**config.mk**
```make
export PLATFORM = sky130hd
export DESIGN_NAME = sample_rate_scheduler
export DESIGN_NICKNAME = d
export VERILOG_FILES = /design/src/rtl/sample_rate_scheduler.sv
export SDC_FILE = /design/constraint.sdc
export NUM_CORES = 1
export LEC_CHECK = 0
export ABC_CLOCK_PERIOD_IN_PS = 4000
export CAP_MARGIN = 20
export CORE_MARGIN = 4
export CORE_UTILIZATION = 38
export DETAILED_ROUTE_END_ITERATION = 6
export PLACE_DENSITY = 0.61
export SLEW_MARGIN = 25
export SYNTH_ARGS = -nofsm -noshare
export SYNTH_HDL_FRONTEND = slang
export SYNTH_SLANG_ARGS = --single-unit
export TNS_END_PERCENT = 50
```
**constraint.sdc**
```tcl
create_clock -name input_clk -period 4 [get_ports input_clk]
set_clock_uncertainty 0.05 [all_clocks]
set_input_delay 1.2 -clock input_clk [delete_from_list [all_inputs] [get_ports input_clk]]
set_output_delay 1.2 -clock input_clk [all_outputs]
set_load 0.01 [all_outputs]
```
**src/rtl/sample_rate_scheduler.sv**
```systemverilog
`timescale 1ns/1ps
// sample_rate_scheduler
// Buffers PCM samples that arrive in bursts and releases one every DIV clocks.
// Playback starts or resumes once PREFILL samples are buffered. Underruns
// and dropped samples are counted and shown on stretched LEDs.
// Ports:
//   input_clk, reset_n  : clock, async active-low reset
//   in_valid, in_data   : one-cycle sample write from the SPI receiver
//   out_sample          : sample for the DSP/DAC, updated on each strobe
//   out_strobe          : one-cycle pulse when out_sample updates
//   fill_level          : FIFO occupancy
//   underrun_count      : saturating underrun count
//   overflow_count      : saturating dropped-sample count
//   RED_LED/BLUE_LED    : stretched underrun / overflow indicators
//   GREEN_LED           : high while playing
module sample_rate_scheduler #(
  parameter int unsigned DATA_W   = 16,
  parameter int unsigned DEPTH    = 8,
  parameter int unsigned PREFILL  = 4,
  parameter int unsigned DIV      = 256,
  parameter int unsigned LED_HOLD = 1228800
) (
  input  logic                     input_clk,
  input  logic                     reset_n,
  input  logic                     in_valid,
  input  logic [DATA_W-1:0]        in_data,
  output logic [DATA_W-1:0]        out_sample,
  output logic                     out_strobe,
  output logic [$clog2(DEPTH):0]   fill_level,
  output logic [15:0]              underrun_count,
  output logic [15:0]              overflow_count,
  output logic                     RED_LED,
  output logic                     GREEN_LED,
  output logic                     BLUE_LED
);

  localparam int unsigned PTR_W  = $clog2(DEPTH);
  localparam int unsigned FILL_W = PTR_W + 1;
  localparam int unsigned TICK_W = $clog2(DIV);
  localparam int unsigned LED_W  = $clog2(LED_HOLD + 1);

  typedef enum logic {ST_PREFILL = 1'b0, ST_RUN = 1'b1} state_t;

  state_t              state, n_state;
  logic [TICK_W-1:0]   tick_cnt, n_tick_cnt;
  logic [PTR_W-1:0]    wr_ptr, n_wr_ptr, rd_ptr, n_rd_ptr;
  logic [FILL_W-1:0]   n_fill;
  logic [DATA_W-1:0]   n_out_sample;
  logic                n_strobe;
  logic [15:0]         n_under_cnt, n_over_cnt;
  logic [LED_W-1:0]    red_cnt, n_red_cnt, blue_cnt, n_blue_cnt;
  logic                tick, pop, push, drop, underrun;
  logic [DATA_W-1:0]   mem [DEPTH];

  // Next-state and output decode; pop decisions use the pre-push fill level.
  always_comb begin
    n_state      = state;
    n_out_sample = out_sample;
    n_strobe     = 1'b0;
    pop          = 1'b0;
    underrun     = 1'b0;

    tick       = (tick_cnt == TICK_W'(DIV - 1));
    n_tick_cnt = tick ? '0 : tick_cnt + TICK_W'(1);

    if (tick) begin
      n_strobe = 1'b1;
      if (state == ST_PREFILL) begin
        if (fill_level >= FILL_W'(PREFILL)) begin
          pop          = 1'b1;
          n_out_sample = mem[rd_ptr];
          n_state      = ST_RUN;
        end else begin
          n_out_sample = '0;
        end
      end else begin
        if (fill_level != '0) begin
          pop          = 1'b1;
          n_out_sample = mem[rd_ptr];
        end else begin
          underrun = 1'b1;
          n_state  = ST_PREFILL;
        end
      end
    end

    // A full FIFO still accepts a write when the head leaves in the same cycle.
    push = in_valid && ((fill_level != FILL_W'(DEPTH)) || pop);
    drop = in_valid && !push;

    n_wr_ptr = push ? wr_ptr + PTR_W'(1) : wr_ptr;
    n_rd_ptr = pop  ? rd_ptr + PTR_W'(1) : rd_ptr;
    n_fill   = fill_level + FILL_W'(push) - FILL_W'(pop);

    n_under_cnt = (underrun && underrun_count != 16'hFFFF) ? underrun_count + 16'd1 : underrun_count;
    n_over_cnt  = (drop && overflow_count != 16'hFFFF) ? overflow_count + 16'd1 : overflow_count;

    // LED stretchers: reload on event, otherwise count down to zero.
    if (underrun)           n_red_cnt = LED_W'(LED_HOLD);
    else if (red_cnt != '0) n_red_cnt = red_cnt - LED_W'(1);
    else                    n_red_cnt = red_cnt;

    if (drop)                n_blue_cnt = LED_W'(LED_HOLD);
    else if (blue_cnt != '0) n_blue_cnt = blue_cnt - LED_W'(1);
    else                     n_blue_cnt = blue_cnt;
  end

  // State and output registers.
  always_ff @(posedge input_clk or negedge reset_n) begin
    if (!reset_n) begin
      state          <= ST_PREFILL;
      tick_cnt       <= '0;
      wr_ptr         <= '0;
      rd_ptr         <= '0;
      fill_level     <= '0;
      out_sample     <= '0;
      out_strobe     <= 1'b0;
      underrun_count <= '0;
      overflow_count <= '0;
      red_cnt        <= '0;
      blue_cnt       <= '0;
      RED_LED        <= 1'b0;
      GREEN_LED      <= 1'b0;
      BLUE_LED       <= 1'b0;
    end else begin
      state          <= n_state;
      tick_cnt       <= n_tick_cnt;
      wr_ptr         <= n_wr_ptr;
      rd_ptr         <= n_rd_ptr;
      fill_level     <= n_fill;
      out_sample     <= n_out_sample;
      out_strobe     <= n_strobe;
      underrun_count <= n_under_cnt;
      overflow_count <= n_over_cnt;
      red_cnt        <= n_red_cnt;
      blue_cnt       <= n_blue_cnt;
      RED_LED        <= (n_red_cnt != '0);
      GREEN_LED      <= (n_state == ST_RUN);
      BLUE_LED       <= (n_blue_cnt != '0);
    end
  end

  // Sample storage; contents are don't-care until written.
  always_ff @(posedge input_clk) begin
    if (push) mem[wr_ptr] <= in_data;
  end

endmodule

```
# After elaboration in Yosys (flattened, before gate mapping)

Memory sizes are Yosys's and may differ from the RTL's.
Cells that the tools add are included.

Add/subtract/negate cells: 9
Muxes and demuxes: 18
Equality and inequality tests: 5
Order comparisons: 1
Reduce and logical (&&, ||, !) cells: 12

Operators by type and width:

| cell                                                                     | number |
|---|---|
| 21-bit two-way mux                                                       | 4 |
| 21-bit nonzero test                                                      | 4 |
| 16-bit two-way mux                                                       | 3 |
| 21-bit by 1-bit subtractor with 21-bit output (second input constant)    | 2 |
| 16-bit by 1-bit adder with 16-bit output (second input constant)         | 2 |
| 16-bit inequality test (second input constant)                           | 2 |
| 1-bit two-way mux                                                        | 10 |
| 8-bit by 1-bit adder with 8-bit output (second input constant)           | 1 |
| 8-bit equality test (second input constant)                              | 1 |
| 8-bit two-way mux                                                        | 1 |
| 3-bit by 1-bit adder with 3-bit output (second input constant)           | 2 |
| 4-bit by 1-bit adder with 4-bit output                                   | 1 |
| 4-bit by 3-bit >= comparator with 1-bit output (second input constant)   | 1 |
| 1-bit logical AND                                                        | 4 |
| 4-bit inequality test (second input constant)                            | 1 |
| 4-bit nonzero test                                                       | 1 |
| 4-bit by 1-bit subtractor with 4-bit output                              | 1 |
| 2-bit by 1-bit inequality test with 1-bit output (second input constant) | 1 |
| 2-bit AND reduction                                                      | 1 |
| 1-bit zero test                                                          | 1 |
| 1-bit logical OR                                                         | 1 |

Memories: 1
Memory bits (writable): 128
Output and inout port bits: 56
Input bits: 19
Bits in registers: 112

Memories:

| memory | words | width | rd ports | clocked after memory_dff | wr ports | RTL line | RTL |
|---|---|---|---|---|---|---|---|
| mem    | 8     | 16    | 1        | 0                        | 1        | 53       | `logic [DATA_W-1:0] mem [DEPTH];` |

# Longest topological paths before layout

Depth after elaboration: 10
Depth in mapped cells: 13
Gate-level depth less buffers: 13

# Least setup slack after synthesis

OpenSTA, ideal clock, no wires.

Path type: input to register
From: input tick_cnt[0]
To: memory mem[0][0] (enable)
Slack: 371 ps
Buffers on the path: 0
Cell stages on the path: 9
Data arrival time: 3,149 ps
Cell sequence: dfrtp_1 ha_1 nand3_1 or2_2 inv_1 nand2_1 inv_1 o21ai_1 nor4_1

Word-level cells in the longest chain between the ends: 6

Ends and longest elaborated chain:

| what                                    | RTL line | RTL |
|---|---|---|
| from (decl)                             | 45       | `logic [TICK_W-1:0] tick_cnt, n_tick_cnt;` |
| 8-bit equality test                     | 63       | `tick = (tick_cnt == TICK_W'(DIV - 1));` |
| 1-bit two-way mux                       | 66       | `if (tick) begin` |
| 1-bit logical OR                        | 88       | `push = in_valid && ((fill_level != FILL_W'(DEPTH)) \|\| pop);` |
| 1-bit logical AND                       | 88       |  |
| 1-bit two-way mux                       | 145      | `if (push) mem[wr_ptr] <= in_data;` |
| 1-bit two-way mux (not written as such) | 145      |  |
| to (decl)                               | 53       |  |

No other way between the ends.

# Worst setup path in the final report

From: input tick_cnt[0]
To: register fill_level[3]

Word-level cells in the longest chain between the ends: 6

Ends and longest elaborated chain:

| what                                            | RTL line | RTL |
|---|---|---|
| 8-bit equality test (*)                         | 63       |  |
| 1-bit two-way mux (*)                           | 66       |  |
| 1-bit logical OR                                | 88       |  |
| 1-bit logical AND                               | 88       |  |
| 4-bit by 1-bit adder with 4-bit output          | 93       | `n_fill = fill_level + FILL_W'(push) - FILL_W'(pop);` |
| 4-bit by 1-bit subtractor with 4-bit output (*) | 93       |  |
| via n_fill[3]                                   | 47       | `logic [FILL_W-1:0] n_fill;` |
| to (signal assigned)                            | 130      | `fill_level <= n_fill;` |
| to (decl)                                       | 29       | `output logic [$clog2(DEPTH):0] fill_level,` |

Mark *: on every way through the listed nets, which the timed path passes. The rest lies on a longest branch.
A chain may end at the register's enable or synchronous reset.

==> summary.txt <==
Drt
  – Residual DRC: 0
  – Via/cell ratio: ~5.2
  – DRT Pass-1 Iters: 5
  – Post-DRT Antenna Nets: 0
  – WL/cell: roughly 18 um
  – Total wire length: 21.70 mm
  – Initial DRC Count: just under 400
  – Vias: roughly 6,400

Power
  – Net switching power of the design: about 1700 uW
  – Clk network pwr share: 0.362
  – Static leakage: 0.004785 uW
  – Pint: approximately 4800 uW
  – Logic pwr share: 0.149
  – Sw frac: 0.2682
  – Pwr dens: between 500 and 600 nW/um^2
  – Flop pwr share: 0.489
  – Max VDD drop: about 0.35 mV

Final layout
  – P&R area growth vs syn: 20.12%
  – Ant diodes: 0
  – Share of post-route cells with drive strength above 1: 0.1354
  – Final Util: 0.4646
  – Final instance area: between 10,000 and 15,000 um^2
  – # nets final: roughly 900

Yosys
  – Post-Syn Area per Cell: around 14 um^2
  – Synthesized instance count: slightly below 800
  – Ys flop type: edfxtp_1
  – Async S/R FF share, synth: 0.4667
  – Most frequent cell after synthesis: edfxtp_1
  – EDFF count, synth: 128
  – Mapped Area: roughly 10,000 um^2
  – Area share of the largest cell type after synthesis: 0.3687
  – Seq cells post-synth: 240
  – Synth unique cells: between 60 and 70
  – Sequential area share after synthesis: 0.6376
  – Synth area leaders: edfxtp_1 37%, dfrtp_1 27%, mux4_2 6.9%
  – Synth cell count leaders: 128 x edfxtp_1, 112 x dfrtp_1, 73 x nand2_1
  – Syn nets: slightly above 800
  – Leading area contributor after synthesis: edfxtp_1
  – Ys Warns: 0

STA
  – Relative slew slack: 0.4941
  – Final Hold Viols: 0
  – Min Tclk post-route: roughly 3400 ps
  – Max Freq: 295.6 MHz
  – Final setup violating endpoints: 0
  – Tightest Pin Transition: ~760 ps
  – Post-route setup TNS: 0 ps
  – PnR worst setup slack: between 600 and 700 ps
  – Fin crit share: 0.8457
  – Slew Limit Fails: 0
  – RSZ-0062 raised after global routing: no

Setup path
  – Req. time, crit path: roughly 4400 ps
  – Crit Path Class: flop to flop
  – R2R setup slack: roughly 620 ps
  – CP endpoint kind: flop
  – Crit Reg-Reg Startpoint: tick_cnt[0]$_DFF_PN0_
  – Critical path arrival: roughly 3800 ps
  – Critical path startpoint category: flop
  – Cell depth of the worst flop-to-flop path: 14
  – CP max FO: 21
  – R2R Path End: fill_level[3]$_DFF_PN0_

Placement
  – GP Congestion: slightly above 0.8
  – Number of port buffers: between 70 and 80
  – HPWL Detailed: 14.13 mm
  – Placement Setup Slack: between 600 and 700 ps
  – Placed inst area: 11,670 um^2

Clock tree
  – Post-CTS setup buffers: 0
  – Clk slew on worst S/H paths: ~60 ps
  – Hold Buf Count CTS: 0
  – CTS Sinks: between 200 and 250
  – H-tree Lvls: 1
  – Root buf cell: clkbuf_16
  – CTS buffer count: 26
  – Clock tree buffer depth: 3
  – CTS tree: built
  – Number of gates resized after cts: 0
  – Clock latency on the worst-skew pair: 530 ps

Floorplanning
  – DIE HEIGHT: between 150 and 200 um
  – Initial core utilization: 0.3868
  – Core area: between 20,000 and 30,000 um^2
  – Row Count: 60
  – Die area: approximately 30,000 um^2
  – I/O Pins: 75
  – Die W: 173.6 um

Global route
  – Initial antenna violation count: 0
  – Pin count of the biggest net entering global routing: 51
  – Grt total ovfl: 0
  – Global Route Usage Sum: 0.1434
  – Wire length of the first global-routing pass: about 35 mm
  – Vias in the first global route: between 6,000 and 7,000

Worst hold path
  – Hold crit path type: flop to flop
  – Hold Startpoint: out_sample[8]$_DFFE_PN0P_
  – Min-Delay Path Depth: 2
  – Hold endpoint: out_sample[8]$_DFFE_PN0P_

Flow run
  – Max-Cap Viols: 0

Status
  – Status: finished clean
layout make-up:
cell class,count,area [um^2]
inverters,19,71.32
flip-flops and latches,240,6651
fillers,2367,14430
clock inverters,15,157.7
repair buffers,95,920.9
well taps,341,426.7
multi-input cells,484,3606
clock buffers,33,686.9
per-layer routing:
layer / routed length (um) / vias up / global-route usage
met2: 10150 / 135 / 0.2288
li1: - / 3040 / -
met4: 416 / 0 / 0.03332
met5: 0 / - / 0
met3: 877 / 32 / 0.02377
met1: 10260 / 3157 / 0.2080
cell families after synthesis:
kind of cell	count (synthesis)	synth area share
DFF	240	0.6376
xor gates and xnor gates	68	0.05714
adders and majority gates	14	0.01753
muxes	52	0.08870
AOI/OAI and AO/OA	80	0.04789
and+or+nand+nor	270	0.1322
buffers and inverters	48	0.01896
registers in the layout, indices dropped and copies added (netlist names), 3 cells and up:
register,count
overflow_count,16
rd_ptr,3
tick_cnt,8
blue_cnt,21
underrun_count,16
red_cnt,21
mem,128
wr_ptr,3
fill_level,4
out_sample,16
power groups by stage:
stage                     clock network, uW  registers (uW)  logic (uW)
after global placement                    0            3230         972
after detailed placement                  0            3240         985
after floorplan                           0            3160         636
final                                  2360            3190         972
after global routing                   2520            3240        1090
after CTS                              2420            3200         990
metrics by stage:
stage / hold WS (ps) / std cells / power, uW
after floorplan: 415.7 / 772 / 3797
after global placement: 428.4 / 1179 / 4199
after detailed placement: 423.2 / 1179 / 4227
after CTS: 437.1 / 1227 / 6609
after global routing: 468.2 / 1227 / 6846
final: 431.0 / 1227 / 6523
placed cells by master (no fill, tap or decap), types with 6 or more instances in the layout:
cell type          n
inv_1             19
clkbuf_16         26
edfxtp_1         128
buf_4             20
clkbuf_1           6
and3_1            12
nand4_1           17
and2_1             7
nor2_1            67
dfrtp_1          110
ha_1              13
xnor2_1           39
nor4_1             8
nor3_1            17
or4_1              6
xor2_1            29
nand2_1           73
nand3_1           18
mux4_2            32
clkdlybuf4s50_1   73
a31oi_1            7
mux2i_1           17
o21ai_0           28
or3_1              7
a21oi_1           19
worst max-delay path by stage:
stage / start / to / slack (ps)
global placement: in_valid / overflow_count[14]$_DFFE_PN0P_ / 660
CTS: tick_cnt[0]$_DFF_PN0_ / fill_level[3]$_DFF_PN0_ / 600
finish: tick_cnt[0]$_DFF_PN0_ / fill_level[3]$_DFF_PN0_ / 620
global route: tick_cnt[0]$_DFF_PN0_ / fill_level[3]$_DFF_PN0_ / 320
detailed placement: tick_cnt[0]$_DFF_PN0_ / fill_level[3]$_DFF_PN0_ / 610
floorplan: tick_cnt[0]$_DFF_PN0_ / mem[0][0]$_DFFE_PP_ / 370
worst max-delay path, cell delays in order (launching register included):
cell and delay [ps]:
dfrtp_1 430, ha_1 290, nand3_1 100, or2_2 140
inv_1 100, nand2_1 70, buf_4 270, inv_1 150
o21ai_1 620, ha_1 250, inv_1 60, ha_1 280
a21o_1 150, a21oi_1 180, xor2_1 150
No activity file was read; power rests on OpenSTA's default activity.
